===== src/rtl/sqrt_shift_reg.sv =====
// sqrt_shift_reg: WIDTH-bit multi-mode shift register that feeds radicand
// bit pairs into the square-root datapath (SHIFT=2 gives one pair per step).
// Modes: 00 hold, 01 parallel load, 10 shift left, 11 shift right.
// cnt counts the shifts left before all loaded data has left the register.
// done pulses for one cycle on the shift that takes cnt from 1 to 0.
// Optional build macro SHREG_ROTATE_EN: the shift modes rotate instead,
// and sin is ignored.
module sqrt_shift_reg #(
    parameter int unsigned              WIDTH = 8,
    parameter int unsigned              SHIFT = 2,
    parameter logic [WIDTH-1:0]         INIT  = '0,
    localparam int unsigned             CW    = $clog2(WIDTH/SHIFT + 1)
) (
    input  logic             clk,
    input  logic             rst,
    input  logic             en,
    input  logic [1:0]       mode,
    input  logic [WIDTH-1:0] d,
    input  logic [SHIFT-1:0] sin,
    output logic [WIDTH-1:0] q,
    output logic [SHIFT-1:0] sout_msb,
    output logic [SHIFT-1:0] sout_lsb,
    output logic [CW-1:0]    cnt,
    output logic             empty,
    output logic             done
);

    localparam logic [1:0]    MODE_HOLD  = 2'b00;
    localparam logic [1:0]    MODE_LOAD  = 2'b01;
    localparam logic [1:0]    MODE_LEFT  = 2'b10;
    localparam logic [1:0]    MODE_RIGHT = 2'b11;
    localparam logic [CW-1:0] LOAD_CNT   = CW'(WIDTH / SHIFT);
    localparam logic [CW-1:0] CNT_ONE    = CW'(1);

    // A misconfigured instance must not build silently.
    generate
        if (SHIFT < 1 || (WIDTH % SHIFT) != 0 || SHIFT > WIDTH / 2) begin : g_bad_params
            $error("sqrt_shift_reg: WIDTH must be a multiple of SHIFT and SHIFT in 1..WIDTH/2");
        end
    endgenerate

    logic [WIDTH-1:0] q_left;
    logic [WIDTH-1:0] q_right;
    logic [CW-1:0]    cnt_dec;

    // Next-value candidates for the two shift directions and the saturating count.
    always_comb begin
`ifdef SHREG_ROTATE_EN
        q_left  = {q[WIDTH-SHIFT-1:0], q[WIDTH-1 -: SHIFT]};
        q_right = {q[SHIFT-1:0], q[WIDTH-1:SHIFT]};
`else
        q_left  = {q[WIDTH-SHIFT-1:0], sin};
        q_right = {sin, q[WIDTH-1:SHIFT]};
`endif
        cnt_dec = (cnt == '0) ? '0 : cnt - CNT_ONE;
    end

`ifdef SHREG_ROTATE_EN
    // Serial input has no role when rotating.
    logic sin_unused;
    assign sin_unused = ^sin;
`endif

    // Register, counter and done pulse; reset wins over every other input.
    always_ff @(posedge clk) begin
        if (rst) begin
            q    <= INIT;
            cnt  <= '0;
            done <= 1'b0;
        end else begin
            done <= 1'b0;
            if (en) begin
                case (mode)
                    MODE_HOLD: begin
                    end
                    MODE_LOAD: begin
                        q   <= d;
                        cnt <= LOAD_CNT;
                    end
                    MODE_LEFT: begin
                        q    <= q_left;
                        cnt  <= cnt_dec;
                        done <= (cnt == CNT_ONE);
                    end
                    MODE_RIGHT: begin
                        q    <= q_right;
                        cnt  <= cnt_dec;
                        done <= (cnt == CNT_ONE);
                    end
                    default: begin
                    end
                endcase
            end
        end
    end

    // Serial taps and empty flag are pure decodes of the registered state.
    always_comb begin
        sout_msb = q[WIDTH-1 -: SHIFT];
        sout_lsb = q[SHIFT-1:0];
        empty    = (cnt == '0);
    end

endmodule


===== config.mk =====
export PLATFORM = sky130hd
export DESIGN_NAME = sqrt_shift_reg
export DESIGN_NICKNAME = d
export VERILOG_FILES = /design/src/rtl/sqrt_shift_reg.sv
export SDC_FILE = /design/constraint.sdc
export NUM_CORES = 1
export LEC_CHECK = 0
export CORE_MARGIN = 1
export CORE_UTILIZATION = 37
export DETAILED_ROUTE_END_ITERATION = 10
export GPL_ROUTABILITY_DRIVEN = 0
export GPL_TIMING_DRIVEN = 0
export PLACE_DENSITY = 0.76
export SYNTH_ARGS = -nofsm -noshare
export SYNTH_HDL_FRONTEND = slang
export SYNTH_SLANG_ARGS = --single-unit

===== constraint.sdc =====
create_clock -name clk -period 1.17 [get_ports clk]
set_input_delay 0.117 -clock clk [delete_from_list [all_inputs] [get_ports clk]]
set_output_delay 0.117 -clock clk [all_outputs]
set_load 0.03 [all_outputs]

==> results.yml <==
synth:
  synth_sequential_area_ratio: 0.392
  synth_cell_type_count: 21
  syn-instance-count: 71
  post_synth.cell_area_avg_um2: 8.64
  synthTopCellsByArea: "dfxtp_1, mux2_2, nor3_1"
  yosys_register_bits: 12
  post_synth_instance_area_um2: 613
  synth_top_area_cell: "dfxtp_1"
  synth_top_area_share: 0.392
  synth_nets: 86
  ys.warnings.count: 0
timing:
  finalMaxSlewViolations: 0
  finalCritPeriodShare: 0.959
  max_freq_mhz: 891
  max_slew_margin: 0.681
  rsz0062_at_grt: "false"
  slew_of_the_pin_with_the_lowest_slew_margin_ns: 0.479
  timing.final.hold_violations: 0
  min_clock_period_post_route_ns: 1.12
  report.final.setup_viol: 0
  finalWorstSetupSlack_ns: 0.0476
  finClkSkew_ns: 0.00336
setup_path:
  critical_path.max_fanout: 7
  cp.buffers_inverters: 1
  worst-endpoint-arrival_ns: 1.01
  path_cells: "nor3_2 > buf_2"
  timing.critical_path.max_delay_family: "flip-flops"
  timing.critical_path.to_type: "output pin"
  critical-path-slowest-cell: "dfxtp_1"
  cp-start-kind: "register"
  timing.setup.critical_path_class: "reg -> out"
  slowest_delay_ns: 0.37
  cp_data_required_time_ns: 1.05
global_route:
  grt_first_pass_wirelength_mm: 2.62
  pin_count_of_the_biggest_net_entering_global_routing: 11
  antenna_found_initial: 0
  grt_overflow_total: 0
  grt_usage: 0.192
  vias_in_the_first_global_route: 672
drt:
  vias_per_cell: 5.63
  remaining_drc_errors: 0
  totalWireLength_mm: 1.61
  remaining_antenna_violation_count_after_routing: 0
  number_of_drc_markers_after_the_initial_detailed_route_iteration: 7
  vias: 692
  drt_pass1_iterations: 4
  routedWlPerCell_um: 13.1
cells_and_area:
  syn_to_final_growth_pct: 53.1
  layout-drive-gt1-share: 0.355
  final_net_count: 123
  utilization: 0.616
  n_fill_cell: 147
  antenna_cells_inserted: 0
pwr:
  power_switching_uw: 335
  power_frac_seq: 0.420
  pwr-share-comb: 0.279
  p_sw_frac: 0.304
  share_clk_of_total_power: 0.302
  cellPowerDensity_mw_per_mm2: 1170
  irDropWorstVdd_uv: 634
  leakage_component_of_the_power_nw: 0.409
  p_int_uw: 766
floorplan:
  die_h_um: 42.7
  starting_density: 0.402
  ports_placed_on_the_boundary: 32
  fp.dieW_um: 42.7
  row_count: 14
  design.die.area_mm2: 0.00182
  core_area_mm2: 0.00152
cts:
  numCtsBuffers: 3
  tritoncts_clock_tree: "done"
  cts-root-to-sink-buffers: 2
  clock_latency_ns: 0.27
  root_buffer: "clkbuf_4"
  tritoncts_num_sinks: 12
  clk_pin_slew_worst_setup_hold_paths_ns: 0.08
  cts_htree_levels: 1
  ctsHoldBuffers: 0
hold_path:
  timing.hold.worst.class: "in -> reg"
status:
  outcome: "completed"
placed_design:
  place_worst_setup_slack_ns: -0.339
  place.detailed.hpwl_mm: 1.15
  port_buffers: 30
flow_run:
  maxCapViolations: 0
## logic make-up after synthesis
| logic type | synth area share |
|---|---|
| buffers and inverters | 0.0796 |
| flip-flops | 0.392 |
| AO/OA/AOI/OAI | 0.178 |
| AND/OR/NAND/NOR | 0.259 |
| multiplexers | 0.0918 |
## synth_stat cells
library cell,instances
nand2_1,3
and3_1,1
o21a_2,1
dfxtp_1,12
or3b_1,1
nor2_1,8
a21oi_1,3
a2bb2oi_1,1
o22ai_1,7
nor2b_1,3
clkbuf_1,1
nor4_1,1
nor3_1,9
or3_1,1
mux2_2,5
buf_4,6
nand3b_1,1
or4b_1,1
o21ai_0,2
and3b_1,1
a211oi_1,3
## repair_timing
action	in CTS	in global routing
setup endpoints to repair	18	13
pin swaps	0	0
resized for setup	46	15
setup buffers	0	2
## worst reg2reg max path: stages (launching register included)
cell and delay, ns:
dfxtp_1 0.37, or4b_1 0.53, a21oi_1 0.14
## area by class of cell
type,count,area (um2),area share
well taps,16,20.0,0.0213
plain buffers,7,48.8,0.0520
repair buffers,32,259,0.276
flip-flops and latches,12,243,0.259
clock buffers,4,36.3,0.0387
multi-input cells,52,332,0.353
## metrics by stage
stage	setup TNS [ns]	power, mW	hold WS [ns]	std cells	area (um2)
floorplan	0	0.658	0.196	71	619
global placement	-2.90	0.801	0.510	117	940
detailed placement	-3.03	0.804	0.514	117	940
CTS	-0.127	1.12	0.278	121	970
global route	0	1.15	0.312	123	938
finish	0	1.10	0.280	123	938
## state kept, by name, summed over array words and instances, names as in the netlist
signal and cells:
cnt 3, done 1, q 8
## metal layers
layer  global-route usage  vias up  wire (um)
met3               0.0383        4         73
met5                    0        -          0
met2                0.333       23        837
met1                0.198      331        667
met4                0.150        0         32
li1                     -      334          -
## worst paths after layout
kind                         endpoint  cells after the start  slack [ns]                 from
setup / recovery                empty                      2        0.05  cnt[0]$_SDFFE_PP0P_
hold / removal    cnt[1]$_SDFFE_PP0P_                      4        0.28              mode[1]
setup reg to reg  cnt[1]$_SDFFE_PP0P_                      2        0.06  cnt[0]$_SDFFE_PP0P_
hold reg to reg   cnt[1]$_SDFFE_PP0P_                      2        0.51  cnt[1]$_SDFFE_PP0P_
## layout by cell type (no fill, tap or decap), types with 2 or more instances in the layout
master and instances:
nor2_1 8, a211oi_1 3, clkdlybuf4s50_1 11, o21ai_0 2
dfxtp_1 10, mux2_2 5, nor3_1 8, clkbuf_4 3
buf_4 10, dlygate4sd2_1 2, nand2_1 2, buf_2 3
dfxtp_2 2, nor2b_1 3, a21oi_1 3, o22ai_1 7
clkdlybuf4s15_2 3, clkbuf_2 8
## power groups by stage
stage | registers [mW] | logic, mW | clock network, mW
final | 0.462 | 0.307 | 0.332
after detailed placement | 0.471 | 0.334 | 0
after floorplan | 0.516 | 0.142 | 0
after CTS | 0.462 | 0.317 | 0.342
after global routing | 0.467 | 0.326 | 0.362
after global placement | 0.471 | 0.330 | 0
(Power assumes the default switching activity.)
